[src/rtl/mul_accumulator_pkg.sv]
// Shared types and width defaults for the multiply-accumulate back end.
package mul_accumulator_pkg;
  localparam int ACC_W_DEF = 40;
  localparam int LEN_W_DEF = 8;
  localparam int PROD_W    = 32;

  typedef enum logic [1:0] {
    IDLE  = 2'd0,
    ACCUM = 2'd1,
    DONE  = 2'd2
  } state_e;
endpackage

[src/rtl/mul_accumulator_sat_adder.sv]
// Unsigned W-bit adder that clamps to all ones on carry-out and flags it.
module sat_adder #(
  parameter int W = 40
) (
  input  logic [W-1:0] i_a,
  input  logic [W-1:0] i_b,
  output logic [W-1:0] o_sum,
  output logic         o_ovf
);
  logic [W:0] w_full;

  assign w_full = {1'b0, i_a} + {1'b0, i_b};
  assign o_ovf  = w_full[W];
  assign o_sum  = w_full[W] ? {W{1'b1}} : w_full[W-1:0];
endmodule

[src/rtl/mul_accumulator.sv]
// Sums a counted burst of 32-bit products into a saturating accumulator,
// pulsing done for one cycle after the last accepted product.
module mul_accumulator
  import mul_accumulator_pkg::*;
#(
  parameter int ACC_W = ACC_W_DEF,
  parameter int LEN_W = LEN_W_DEF
) (
  input  logic              clk,
  input  logic              rst,
  input  logic              start,
  input  logic [LEN_W-1:0]  len,
  input  logic              prod_valid,
  input  logic [PROD_W-1:0] prod,
  output logic              prod_ready,
  output logic [ACC_W-1:0]  acc_out,
  output logic              done,
  output logic              busy,
  output logic              overflow
);
  state_e             r_state, w_next;
  logic [ACC_W-1:0]   r_acc;
  logic [LEN_W-1:0]   r_cnt;
  logic               r_ovf;
  logic [ACC_W-1:0]   w_prod_ext;
  logic [ACC_W-1:0]   w_sum;
  logic               w_add_ovf;
  logic               w_accept;
  logic               w_last;

  assign w_prod_ext = ACC_W'(prod);
  assign w_accept   = (r_state == ACCUM) && prod_valid;
  assign w_last     = (r_cnt == LEN_W'(1));

  sat_adder #(.W(ACC_W)) u_add (
    .i_a   (r_acc),
    .i_b   (w_prod_ext),
    .o_sum (w_sum),
    .o_ovf (w_add_ovf)
  );

  always_comb begin
    w_next = r_state;
    case (r_state)
      IDLE:    if (start) w_next = (len == '0) ? DONE : ACCUM;
      ACCUM:   if (w_accept && w_last) w_next = DONE;
      DONE:    w_next = IDLE;
      default: w_next = IDLE;
    endcase
  end

  always_ff @(posedge clk) begin
    if (rst) begin
      r_state <= IDLE;
      r_acc   <= '0;
      r_cnt   <= '0;
      r_ovf   <= 1'b0;
    end else begin
      r_state <= w_next;
      if (r_state == IDLE && start) begin
        r_acc <= '0;
        r_ovf <= 1'b0;
        r_cnt <= len;
      end else if (w_accept) begin
        // once saturated the adder keeps carrying out, so r_acc stays at all ones
        r_acc <= w_sum;
        r_ovf <= r_ovf | w_add_ovf;
        r_cnt <= r_cnt - 1'b1;
      end
    end
  end

  assign prod_ready = (r_state == ACCUM);
  assign done       = (r_state == DONE);
  assign busy       = (r_state != IDLE);
  assign acc_out    = r_acc;
  assign overflow   = r_ovf;
endmodule

[config.mk]
export PLATFORM = sky130hd
export DESIGN_NAME = mul_accumulator
export DESIGN_NICKNAME = d
export VERILOG_FILES = /design/src/rtl/mul_accumulator_pkg.sv /design/src/rtl/mul_accumulator_sat_adder.sv /design/src/rtl/mul_accumulator.sv
export SDC_FILE = /design/constraint.sdc
export NUM_CORES = 1
export LEC_CHECK = 0
export ABC_AREA = 1
export CORE_MARGIN = 8
export CORE_UTILIZATION = 30
export CTS_CLUSTER_DIAMETER = 40
export DETAILED_ROUTE_END_ITERATION = 6
export SLEW_MARGIN = 0
export SYNTH_ARGS = -nofsm -noshare
export SYNTH_HDL_FRONTEND = slang
export SYNTH_SLANG_ARGS = --single-unit
[constraint.sdc]
create_clock -name clk -period 2.8 [get_ports clk]
set_input_delay 0.42 -clock clk [delete_from_list [all_inputs] [get_ports clk]]
set_output_delay 0.42 -clock clk [all_outputs]
set_load 0.03 [all_outputs]
# Word-level counts from Yosys, hierarchy flattened
# Index checks and enable logic that the tools add are counted.
word_totals:
  regBits: 51
  latchBits: 0
  mem_bits_rw: 0
  rom_bits: 0
  in_bits: 44
  output_inout_bits: 44
  word_cells: 28
  n_memories: 0
op_classes:
  addsub: 2
  multipliers: 0
  div: 0
  order_cmp: 0
  eq_ne: 5
  shifts: 0
  mux: 7
  bitwise: 1
  reduce_logical: 9
op_table:
  columns: ["operator", "count"]
  rows:
  - ["$add A40 B32 Y41", 1]
  - ["$mux W40", 1]
  - ["$mux W8", 2]
  - ["$eq A8 B1 Y1 const B", 1]
  - ["$logic_not A8 Y1", 1]
  - ["$sub A8 B1 Y8 const B", 1]
  - ["$mux W2", 3]
  - ["$pmux W2 S2", 1]
  - ["$reduce_bool A2 Y1", 2]
  - ["$logic_and A1 B1 Y1", 3]
  - ["$eq A2 B1 Y1 const B", 1]
  - ["$eq A2 B2 Y1 const B", 1]
  - ["$logic_not A2 Y1", 1]
  - ["$ne A2 B1 Y1 const B", 1]
  - ["$ne A2 B2 Y1 const B", 1]
  - ["$reduce_and A2 Y1", 1]
  - ["$reduce_or A2 Y1", 1]
  - ["$or A1 B1 Y1", 1]

# Longest topological paths before layout
depth:
  ltp_word: 5
  ltp_mapped: 15
  ltp_nobuf: 15

# Modules after synthesis
# Synthesis repeated with hierarchy kept, for this count alone.
unflattened:
  cells_unflattened: 963
  area_unflattened_um2: 5353.9
by_module_without_submodules:
  columns: ["mod", "instances", "cells_each", "area_per_inst_um2", "seq_area_each_um2"]
  rows:
  - ["sat_adder", 1, 673, 3269.4, 0.0]
  - ["mul_accumulator", 1, 290, 2084.5, 1021.0]

# Least setup slack after synthesis
# OpenSTA, ideal clock, no wires.
synth_path:
  path_kind: "reg-to-reg"
  from: "reg r_acc[0] (netlist: acc_out[0])"
  to: "reg r_acc[27] (netlist: acc_out[27])"
  setup_ns: 0.119
  t_arrival_ns: 2.136
  required_time_ns: 2.681
  setup_slack_ns: 0.545
  path_stages_with_launch: 16
  path_buffers: 1
  period_less_slack_ns: 2.255
  cell_sequence: "dfxtp_1 ha_1 fa_1 nand2_1 nand3_1 nand3_1 nand3_2 nand2_1 nand2_2 nand2_2 nand2_4 nand2_4 nand2_4 buf_8 nor2_2 nor2_2"
synth_between:
  elab_chain_cells: 2
synth_rtl:
  columns: ["item", "line", "text"]
  rows:
  - ["from (decl)", "mul_accumulator.sv:22", "logic [ACC_W-1:0] r_acc;"]
  - ["from (signal assigned)", "mul_accumulator.sv:66", "r_acc <= w_sum;"]
  - ["$add A40 B32 Y41", "mul_accumulator_sat_adder.sv:12", "assign w_full = {1'b0, i_a} + {1'b0, i_b};"]
  - ["$mux W40", "mul_accumulator_sat_adder.sv:14", "assign o_sum = w_full[W] ? {W{1'b1}} : w_full[W-1:0];"]
# No other way between the ends.
# A chain may end at the register's enable or synchronous reset.

# Final worst setup path
layout_path:
  from: "in prod[0]"
  to: "reg r_acc[24] (netlist: acc_out[24])"
layout_between:
  elab_chain_cells: 2
layout_rtl:
  columns: ["item", "line", "text"]
  rows:
  - ["from (decl)", "mul_accumulator.sv:14", "input logic [PROD_W-1:0] prod,"]
  - ["$add A40 B32 Y41", "mul_accumulator_sat_adder.sv:12", null]
  - ["$mux W40", "mul_accumulator_sat_adder.sv:14", null]
# No other way between the ends.

==> flow_summary.yaml <==
sta:
  max_slew_margin_pct: 71.8
  drv_slew: 0
  skew_ns: 0.00439
  whs_ns: 0.466
  max_freq_ghz: 0.410
  setup_viol: 0
  min_period_ns: 2.44
  fin_crit_sh_pct: 87.2
  hold_viol_final: 0
  worst_pin_slew_ns: 0.422
  grt_setup_unrepaired: "no"
  finalSetupTns_ns: 0
synth:
  ys_types: 39
  ys_warn_count: 0
  synth-seq-cells: 51
  mappedNetlistArea_sq_mm: 0.00480
  syn_inst: 813
  synthesis.nets: 892
  synth_area_per_cell_sq_um: 5.90
  ys_seq_area_share_pct: 21.3
cells_and_area:
  mostFrequentLayoutCells: "nand2_1, inv_1, clkdlybuf4s50_1"
  final_util_pct: 39.4
  antenna_cells: 0
  final_common_cell: "nand2_1"
  final_layout_size_suffix_gt1_share_pct: 8.10
  instances_no_fill: 1130
  fin_nets: 992
  syn2layout_area_growth_pct: 29.4
power:
  fin_total_pwr_mw: 2.23
  p_per_area_mw_per_mm2: 359
  static-leakage-power_nw: 3.01
  vdd_drop_max_uv: 224
die:
  initial_core_util_pct: 30.4
  fp.dieH_microns: 142
  die-area_sq_mm: 0.0203
  ios: 88
  rows: 46
  coreArea_sq_mm: 0.0158
  die_x_microns: 142
setup_path:
  critPathBufInv: 1
  required_ns: 3.00
  critPathKind: "in -> reg"
  cp_common_cell: "nand2_4"
  arrival_ns: 2.64
  path_cells: "clkdlybuf4s50_1 -> ha_1 -> fa_1 -> nand2_1 -> nand3_1 -> nand3_1 -> nand3_2 -> nand2_1 -> nand2_2 -> nand2_2 -> nand2_4 -> nand2_4 -> nand2_4 -> nor2_1 -> nor2_1"
  path_delay_family: "simple AND/OR/NAND/NOR gates"
  cp-end-kind: "register"
  cpPeakStageDelay_ns: 0.42
  crit_path_max_fanout: 13
  slowest_stage: "clkdlybuf4s50_1"
  start_kind: "input port"
worst_hold_path:
  min_path_type: "reg -> reg"
clocking:
  post-cts-setup-buffers: 0
  ctsHoldBuffers: 0
  htreeDepth: 2
  cts_tree: "done"
  clk_pin_slew_ns: 0.07
  cts_num_sinks: 51
  clkLatencyLatePin_ns: 0.31
  numCtsBuffers: 5
  root_buffer: "clkbuf_16"
  cts_resized: 0
  clock_path_buffers: 2
place:
  gp_congestion: 0.980
  dp.cells: 1122
  hpwl_microns: 12200
  port_buffers: 87
grt:
  grt_max_degree: 69
  antenna_found_initial: 0
  grt_pass1_vias: 5007
  grt_pass1_wl_microns: 24900
  grt_usage_pct: 15.3
  grt_overflow_total: 0
detailed_routing:
  via_per_inst: 4.58
  drt_first_pass_iters: 4
  antenna_left: 0
  wl_microns: 15200
  remaining_drc_errors: 0
  routedWlPerCell_microns: 13.4
  num_vias: 5179
  drtIter0Drc: 267
run:
  max-cap-violations: 0
run_status:
  outcome: "complete, no violations"
-- through the flow --
step	cell area, sq um	setup slack (ns)
after CTS	6210	0.347
after detailed placement	6050	0.0225
after global placement	6050	0.0397
after floorplan	4800	0.545
final	6210	0.358
after global routing	6210	0.155
-- cell type report --
| cell class | count | area, sq um |
|---|---|---|
| Tap cell | 216 | 270 |
| Timing Repair Buffer | 107 | 1050 |
| Sequential cell | 51 | 1020 |
| Clock buffer | 8 | 156 |
| Fill cell | 1758 | 9560 |
| Multi-Input combinational cell | 614 | 3210 |
| Inverter | 134 | 503 |
-- power by group --
| group | switching [mW] | internal [mW] | total (mW) |
|---|---|---|---|
| clock | 0.291 | 0.382 | 0.673 |
| sequential | 0.0321 | 0.764 | 0.796 |
| combinational | 0.454 | 0.307 | 0.761 |
| total | 0.777 | 1.45 | 2.23 |
-- cells in the mapped netlist (all sizes together) --
| master | count | area (sq um) |
|---|---|---|
| clkbuf | 6 | 22.5 |
| nand2b | 1 | 6.26 |
| nand3 | 41 | 215 |
| or2 | 1 | 6.26 |
| inv | 132 | 495 |
| nor4 | 6 | 52.6 |
| and3 | 1 | 6.26 |
| a31oi | 28 | 175 |
| o211ai | 1 | 7.51 |
| buf | 8 | 48.8 |
| nor2 | 104 | 450 |
| clkinv | 2 | 7.51 |
| fa | 1 | 20.0 |
| o21a | 1 | 7.51 |
| o21ai | 39 | 195 |
| nor3 | 7 | 45.0 |
| xnor2 | 15 | 131 |
| o21bai | 1 | 7.51 |
| a21o | 1 | 7.51 |
| dfxtp | 51 | 1020 |
| xor2 | 13 | 114 |
| or4 | 2 | 15.0 |
| and2 | 2 | 12.5 |
| ha | 34 | 425 |
| nand2 | 268 | 1040 |
| nand4 | 6 | 37.5 |
| nand3b | 1 | 7.51 |
| a21oi | 40 | 211 |
-- worst paths after layout --
kind                    from  cells past startpoint  slack [ns]           to
hold reg to reg     overflow                      2        0.47     overflow
setup reg to reg  acc_out[0]                     14        0.56  acc_out[24]
hold / removal      overflow                      2        0.47     overflow
setup / recovery     prod[0]                     15        0.36  acc_out[24]
-- per-layer routing --
layer / global-route usage, % / part of all wire, % / wire length [microns] / vias to the layer above
met1: 19.9 / 50 / 7580 / 2304
met5: 0 / 0 / 0 / -
met3: 3.59 / 5.1 / 779 / 12
li1: - / - / - / 2765
met4: 3.97 / 1.2 / 180 / 0
met2: 24.7 / 44 / 6650 / 98
-- cells by family after synthesis --
kind of cell / count (synthesis) / synth area share, %
xor gates and xnor gates: 28 / 5.11
and+or+nand+nor: 440 / 39.6
adders and majority gates: 35 / 9.29
DFF: 51 / 21.3
buffers and inverters: 148 / 12.0
AOI/OAI and AO/OA: 111 / 12.8
-- flip-flops by register name, summed over array words and instances (netlist names) --
signal and flops:
acc_out 40, overflow 1, r_cnt 8, r_state 2
-- tightest hold or removal path, stage by stage (launching register included) --
cell and delay, ns:
dfxtp_1 0.32, inv_1 0.05, a21oi_1 0.05
Power figures use the tool's default switching activity.
